<file path="src/rtl/pe_core_pkg.sv">
`default_nettype none
// +----------------------------------------------------------------------------+
// | pe_core_pkg                                                                |
// | Shared defaults, row-index width helper and drain state type for PE core.  |
// | Rev 1.0                                                                    |
// +----------------------------------------------------------------------------+
package pe_core_pkg;

  localparam int PE_DATA_WIDTH = 32;
  localparam int PE_ARRAY_ROWS = 8;

  // A single-row array still needs a 1-bit row index.
  function automatic int row_w(input int rows);
    return (rows > 1) ? $clog2(rows) : 1;
  endfunction

  typedef enum logic [1:0] {
    EMPTY = 2'd0,
    ONE   = 2'd1,
    FULL  = 2'd2
  } drain_state_e;

endpackage
`default_nettype wire

</file>
<file path="src/rtl/mac_drain_slot_buf.sv">
`default_nettype none
// +----------------------------------------------------------------------------+
// | mac_drain_slot_buf                                                         |
// | Two-slot result vector store: whole-vector write, registered-select row    |
// | read mux.                                                                  |
// | Rev 1.0                                                                    |
// +----------------------------------------------------------------------------+
module mac_drain_slot_buf
  import pe_core_pkg::*;
#(
  parameter int  DATA_WIDTH = PE_DATA_WIDTH,
  parameter int  ARRAY_ROWS = PE_ARRAY_ROWS,
  localparam int ROW_W      = row_w(ARRAY_ROWS),
  localparam int VEC_W      = DATA_WIDTH * ARRAY_ROWS
) (
  input  logic                  clk,
  input  logic                  rst_n,
  input  logic                  wr_en_i,
  input  logic                  wr_sel_i,
  input  logic [VEC_W-1:0]      wr_data_i,
  input  logic                  rd_sel_i,
  input  logic [ROW_W-1:0]      rd_row_i,
  output logic [DATA_WIDTH-1:0] rd_data_o
);

  logic [VEC_W-1:0] slot_q [2];
  logic [VEC_W-1:0] slot_d [2];

  always_comb begin
    slot_d = slot_q;
    if (wr_en_i) slot_d[wr_sel_i] = wr_data_i;
  end

  // Cleared on reset so the data output reads zero until the first capture.
  always_ff @(posedge clk or negedge rst_n) begin
    if (!rst_n) begin
      slot_q[0] <= '0;
      slot_q[1] <= '0;
    end else begin
      slot_q[0] <= slot_d[0];
      slot_q[1] <= slot_d[1];
    end
  end

  assign rd_data_o = slot_q[rd_sel_i][32'(rd_row_i) * DATA_WIDTH +: DATA_WIDTH];

endmodule
`default_nettype wire

</file>
<file path="src/rtl/mac_result_drain.sv">
`default_nettype none
// +----------------------------------------------------------------------------+
// | mac_result_drain                                                           |
// | Captures MAC result vectors into a ping-pong store and streams one row per |
// | beat. Optional capture clamp: define PE_DRAIN_RELU_EN.                     |
// | Rev 1.0                                                                    |
// +----------------------------------------------------------------------------+
module mac_result_drain
  import pe_core_pkg::*;
#(
  parameter int  DATA_WIDTH = PE_DATA_WIDTH,
  parameter int  ARRAY_ROWS = PE_ARRAY_ROWS,
  localparam int ROW_W      = row_w(ARRAY_ROWS)
) (
  input  logic                             clk,
  input  logic                             rst_n,
  input  logic                             mac_valid_i,
  input  logic [DATA_WIDTH*ARRAY_ROWS-1:0] mac_result_i,
  output logic                             in_ready_o,
  output logic                             out_valid_o,
  input  logic                             out_ready_i,
  output logic [DATA_WIDTH-1:0]            out_data_o,
  output logic [ROW_W-1:0]                 out_row_o,
  output logic                             out_last_o,
  output logic                             overflow_o,
  input  logic                             clr_overflow_i
);

  localparam int              VEC_W    = DATA_WIDTH * ARRAY_ROWS;
  localparam logic [ROW_W-1:0] LAST_ROW = ROW_W'(ARRAY_ROWS - 1);

  drain_state_e     count_q, count_d;
  logic             wr_ptr_q, wr_ptr_d;
  logic             rd_ptr_q, rd_ptr_d;
  logic             overflow_q, overflow_d;
  logic [ROW_W-1:0] row_idx_q, row_idx_d;

  logic             in_ready, out_valid, capture, beat, last_pop;
  logic [VEC_W-1:0] store_vec;

  generate
    for (genvar r = 0; r < ARRAY_ROWS; r++) begin : g_row
`ifdef PE_DRAIN_RELU_EN
      assign store_vec[r*DATA_WIDTH +: DATA_WIDTH] =
        mac_result_i[r*DATA_WIDTH + DATA_WIDTH - 1] ? '0 : mac_result_i[r*DATA_WIDTH +: DATA_WIDTH];
`else
      assign store_vec[r*DATA_WIDTH +: DATA_WIDTH] = mac_result_i[r*DATA_WIDTH +: DATA_WIDTH];
`endif
    end
  endgenerate

  always_comb begin
    in_ready  = (count_q != FULL);
    out_valid = (count_q != EMPTY);
    capture   = mac_valid_i && in_ready;
    beat      = out_valid && out_ready_i;
    last_pop  = beat && (row_idx_q == LAST_ROW);

    count_d    = count_q;
    wr_ptr_d   = wr_ptr_q;
    rd_ptr_d   = rd_ptr_q;
    row_idx_d  = row_idx_q;
    overflow_d = overflow_q;

    if (capture) wr_ptr_d = ~wr_ptr_q;
    if (last_pop) rd_ptr_d = ~rd_ptr_q;

    if (beat) row_idx_d = last_pop ? '0 : row_idx_q + ROW_W'(1);

    // Simultaneous capture and pop leaves occupancy unchanged.
    if (capture && !last_pop)      count_d = (count_q == EMPTY) ? ONE : FULL;
    else if (!capture && last_pop) count_d = (count_q == FULL) ? ONE : EMPTY;

    // A drop in the same cycle as a clear wins.
    if (mac_valid_i && !in_ready) overflow_d = 1'b1;
    else if (clr_overflow_i)      overflow_d = 1'b0;
  end

  always_ff @(posedge clk or negedge rst_n) begin
    if (!rst_n) begin
      count_q    <= EMPTY;
      wr_ptr_q   <= 1'b0;
      rd_ptr_q   <= 1'b0;
      row_idx_q  <= '0;
      overflow_q <= 1'b0;
    end else begin
      count_q    <= count_d;
      wr_ptr_q   <= wr_ptr_d;
      rd_ptr_q   <= rd_ptr_d;
      row_idx_q  <= row_idx_d;
      overflow_q <= overflow_d;
    end
  end

  mac_drain_slot_buf #(
    .DATA_WIDTH (DATA_WIDTH),
    .ARRAY_ROWS (ARRAY_ROWS)
  ) u_slot_buf (
    .clk       (clk),
    .rst_n     (rst_n),
    .wr_en_i   (capture),
    .wr_sel_i  (wr_ptr_q),
    .wr_data_i (store_vec),
    .rd_sel_i  (rd_ptr_q),
    .rd_row_i  (row_idx_q),
    .rd_data_o (out_data_o)
  );

  assign in_ready_o  = in_ready;
  assign out_valid_o = out_valid;
  assign out_row_o   = row_idx_q;
  assign out_last_o  = (row_idx_q == LAST_ROW);
  assign overflow_o  = overflow_q;

endmodule
`default_nettype wire

</file>
<file path="config.mk">
export PLATFORM = sky130hd
export DESIGN_NAME = mac_result_drain
export DESIGN_NICKNAME = d
export VERILOG_FILES = /design/src/rtl/pe_core_pkg.sv /design/src/rtl/mac_drain_slot_buf.sv /design/src/rtl/mac_result_drain.sv
export SDC_FILE = /design/constraint.sdc
export NUM_CORES = 1
export LEC_CHECK = 0
export CAP_MARGIN = 10
export CORE_MARGIN = 4
export CORE_UTILIZATION = 30
export CTS_CLUSTER_SIZE = 14
export DETAILED_ROUTE_END_ITERATION = 16
export SYNTH_ARGS = -nofsm -noshare
export SYNTH_HDL_FRONTEND = slang
export SYNTH_SLANG_ARGS = --single-unit
</file>
<file path="constraint.sdc">
create_clock -name clk -period 2 [get_ports clk]
set_input_delay 0.4 -clock clk [delete_from_list [all_inputs] [get_ports clk]]
set_output_delay 0.4 -clock clk [all_outputs]
set_load 0.1 [all_outputs]
</file>
Word level (Yosys, flattened, before mapping):

Cells that the tools add are included.

* bitwise logic cells: 4
* reductions and logical operators: 14
* multiplexer cells: 13
* equality and inequality tests: 3
* add/subtract/negate cells: 1
* shift-type cells: 1
* order comparisons: 3

Operators with widths (count)
* $mux W256: 4
* $bwmux W512: 1
* $demux W256 S1: 1
* $shiftx A256 B9 Y32: 1
* $logic_and A1 B1 Y1: 7
* $mux W2: 3
* $reduce_bool A2 Y1: 3
* $ge A2 B2 Y1 const B: 2
* $not A1 Y2: 2
* $add A3 B1 Y3 const B: 1
* $eq A3 B3 Y1 const B: 1
* $logic_not A1 Y1: 3
* $mux W1: 3
* $mux W3: 1
* $eq A2 B2 Y1 const B: 1
* $logic_not A2 Y1: 1
* $lt A2 B1 Y1 const B: 1
* $ne A2 B2 Y1 const B: 1
* $not A1 Y1: 2

* bits in registers: 520
* input bits: 261
* logic and storage cells: 46

Depth between registers and ports, before layout:

* depth after elaboration: 6
* gate-level depth with buffers: 7
* depth with buffers taken out: 7

Hierarchy:

From an unflattened synthesis, not the netlist that was laid out.

* cells, all modules: 1386
* area, all modules: 22992.1 µm²

By module, submodules not included
* mac_drain_slot_buf: area each 22575.4 µm², cells an instance 1354, seq. area each 12812.3 µm², times used 1
* mac_result_drain: area each 416.6 µm², cells an instance 32, seq. area each 200.2 µm², times used 1

Worst setup path after synthesis:

OpenSTA, ideal clock, no wires.

* path type: reg2out
* start: reg row_idx_q[0], in the netlist out_row_o[0]
* end: out out_data_o[29]
* arrival: 2.734 ns
* path buffers: 2
* slack: -1.134 ns
* stages on the path, launching flop included: 6
* cell sequence: dfrtp_1 buf_2 clkbuf_1 mux4_2 a22oi_1 nand2_1

* word-level cells in the longest chain between the ends: 1

RTL lines
* start: declaration: RTL line mac_result_drain.sv:36 `logic [ROW_W-1:0] row_idx_q, row_idx_d;`
* start signal: assignment: RTL line mac_result_drain.sv:90 `row_idx_q <= row_idx_d;`
* $shiftx A256 B9 Y32: RTL line mac_drain_slot_buf.sv:45 `assign rd_data_o = slot_q[rd_sel_i][32'(rd_row_i) * DATA_WIDTH +: DATA_WIDTH];`
* end: declaration: RTL line mac_result_drain.sv:22 `output logic [DATA_WIDTH-1:0] out_data_o,`

No other way between the ends.

Worst setup path after layout:

* start: reg rd_ptr_q
* end: out out_data_o[16]

* word-level cells in the longest chain between the ends: 5

RTL lines
* start: declaration: RTL line mac_result_drain.sv:34 `logic rd_ptr_q, rd_ptr_d;`
* start signal: assignment: RTL line mac_result_drain.sv:89 `rd_ptr_q <= rd_ptr_d;`
* $not A1 Y2 (implied by the code): RTL line mac_drain_slot_buf.sv:45
* $mux W256 (implied by the code) (3 in a row): RTL line mac_drain_slot_buf.sv:45
* $shiftx A256 B9 Y32: RTL line mac_drain_slot_buf.sv:45

No other way between the ends. The select of a mux whose other input is x is not followed.

==> results_dict.tcl <==
set metrics [dict create \
    cts.clk_slew.worst_paths_ns 0.06 \
    synth_compound_area_frac 0.0226 \
    critical_path_class "reg2out" \
    placed_cell_area_sq_um 29400 \
    cts_tree "yes" \
    synth_seq_cells 520 \
    ir_worst_vdd_mv 1.97 \
    p_sw_frac 0.381 \
    track_usage 0.158 \
    synth_edf_count 0 \
    multi_input_area_sq_um 10100 \
    required_ns 1.60 \
    leakage_nw 12.9 \
    yosys.area_share.simple 0.00938 \
    seqCellArea_sq_um 13000 \
    cts_buffers 58 \
    setup_viol 34 \
    status "complete, but fails checks" \
    rsz0062_at_grt "true" \
    synth_xor_area_frac 0.00114 \
    avgSynthCellArea_sq_um 16.7 \
    fin_crit_sh 1.52 \
    ys.warnings.count 0 \
    synthMuxAreaShare 0.375 \
    dpl_worst_slack_ns -0.459 \
    dieHeight_microns 285 \
    end_kind "output port" \
    synth_top_area_frac 0.564 \
    finalCriticalPeriod_ns 3.03 \
    start_util 0.303 \
    yosysMostFrequentCell "dfrtp_1" \
    p_switching_w 0.0245 \
    ant_nets 0 \
    fp.coreArea_sq_um 76100 \
    post_drt_via_cell_ratio 4.81 \
    ios 300 \
    dr.pass1.iters 4 \
    cts.sinks 520 \
    area_delta_synth_final_pct 39.0 \
    cap_violations 0 \
    synthCells 1385 \
    comb_power_share 0.536 \
    dr.first_iter.drc_count 540 \
    ys_top_cells_by_area "dfrtp_1 (56%), mux2_2 (13%), mux4_2 (12%)" \
    fin_nets 2064 \
    grt_pass1_vias 15800 \
    max_freq_mhz 330 \
    std_cell_rows 101 \
    path_max_fanout 5 \
    grt_pass1_wl_microns 99000 \
    critPathArrivalTime_ns 2.63 \
    dp_hpwl_microns 45600 \
    port_buffers 299 \
    grt_overflow_total 0 \
    worst_slack_ns -1.03 \
    ys_seq_area_frac 0.564 \
    hold_viol_final 0 \
    async_reset_ff_frac 1.00 \
    fill_cells 6886 \
    synth_top_family_by_area "multiplexers" \
    drc 0 \
    synth_area_leader_cell "dfrtp_1" \
    synth_adder_area_share 0.00163 \
    power.density_nw_per_um2 2010 \
    synth_cell_types 27 \
    design_area_sq_um 32100 \
    clock_power_share 0.173 \
    power_frac_seq 0.291 \
    violations "setup timing" \
    die-width_microns 285 \
    wl_per_cell_microns 22.5 \
    grt_start_max_net_pins 81 \
    place_congestion 0.768 \
    drive_gt1_frac 0.433 \
    wirelength_microns 65000 \
    worst_pin_slew_ns 0.514 \
    worstSkewPairLatency_ns 0.61 \
    worstHoldPathType "in2async" \
    maxSlewHeadroom 0.654 \
    synth_fp_nets 1649 \
    synth_common_cells "dfrtp_1 (520), mux2_2 (273), mux2_1 (240), mux4_2 (128), a22oi_1 (64)" \
    slew_viol_final 0 \
    htree_num_levels 2 \
    ys_dominant_reg_cell "dfrtp_1" \
    syn_area_sq_um 23100 \
    clockBufferDepth 3 \
    grt_antenna_before_repair 9 \
    vias 13900 \
    cts-root-buf "clkbuf_16" \
    cp-start-kind "register" \
    p_int_w 0.0399 \
    die_area_sq_um 81400 \
    skew_ns 0.0226 \
]
-- area by class of cell --
cell class / count / area share
Timing Repair Buffer: 454 / 0.175
Multi-Input combinational cell: 764 / 0.315
Sequential cell: 520 / 0.406
Clock buffer: 88 / 0.0551
Antenna cell: 8 / 0.000624
Inverter: 2 / 0.000234
Clock inverter: 20 / 0.00808
Tap cell: 1030 / 0.0402
-- state kept, by name, indices dropped and copies added, names as in the netlist --
register           count
count_q                2
out_row_o              3
overflow_o             1
rd_ptr_q               1
u_slot_buf.slot_q    512
wr_ptr_q               1
-- routing by layer --
layer	routed length, microns	track usage	vias to the layer above
met4	1210	0.0366	4
met1	30100	0.223	7470
li1	-	-	6092
met5	27	0	-
met2	30500	0.252	237
met3	3190	0.0349	84
-- worst max-delay path, stage by stage (launching register included) --
cell and delay (ns):
dfrtp_4 0.44, buf_4 0.16, buf_6 0.14, mux4_2 0.51, a22oi_2 0.37, buf_12 0.17, nand2_4 0.05, buf_12 0.17
-- per-stage QoR --
step                      total power [W]  setup TNS, ns   util  cells  hold slack [ns]
after floorplan                    0.0402          -4.68      -   1385            0.104
after global placement             0.0514         -49.20  0.387   2747            0.365
after detailed placement           0.0522         -58.32  0.387   2747            0.375
after CTS                          0.0650         -34.32  0.420   2874            0.282
after global routing               0.0677         -34.48  0.421   2881            0.309
final                              0.0644         -30.92  0.421   2886            0.323
-- path summary, 6_finish.rpt --
check	start	endpoint	slack (ns)	cells past startpoint
worst max-delay path	rd_ptr_q	out_data_o[16]	-1.03	7
worst min-delay path	rst_n	u_slot_buf.slot_q[33]	0.32	2
worst max register to register	out_row_o[0]	count_q[0]	0	10
worst min register to register	u_slot_buf.slot_q[354]	u_slot_buf.slot_q[354]	0.48	1
max in group asynchronous	rst_n	u_slot_buf.slot_q[490]	0.85	3
min in group clk	clr_overflow_i	overflow_o	0.39	2
-- power groups by stage --
stage                     combinational (W)  clock, W  sequential, W
final                                0.0345    0.0112         0.0187
after global routing                 0.0364    0.0120         0.0193
after CTS                            0.0348    0.0115         0.0186
after detailed placement             0.0334         0         0.0188
after global placement               0.0329         0         0.0185
after floorplan                      0.0223         0         0.0180
-- logic make-up after synthesis --
group / count (synthesis)
compound gates: 70
xor+xnor: 3
fa+ha+maj: 3
buf+inv: 101
flops: 520
mux: 641
simple gates: 47
-- what timing repair did --
action	CTS	global route
hold buffers	1	0
gates cloned	4	2
endpoints found under the hold margin	15	0
resized for setup	59	15
setup endpoints to repair	37	43
pin swaps	23	22
setup buffers	15	5
-- placed cells by master (no fill, tap or decap), types with 32 or more instances in the layout --
master,synthesis,layout
a22oi_2,0,57
clkbuf_16,0,61
mux4_2,128,128
clkdlybuf4s50_1,0,259
buf_12,0,101
mux2_1,240,240
nand2_4,0,32
dfrtp_1,520,514
buf_4,14,56
mux2_2,273,273
Power figures use the tool's default switching activity.
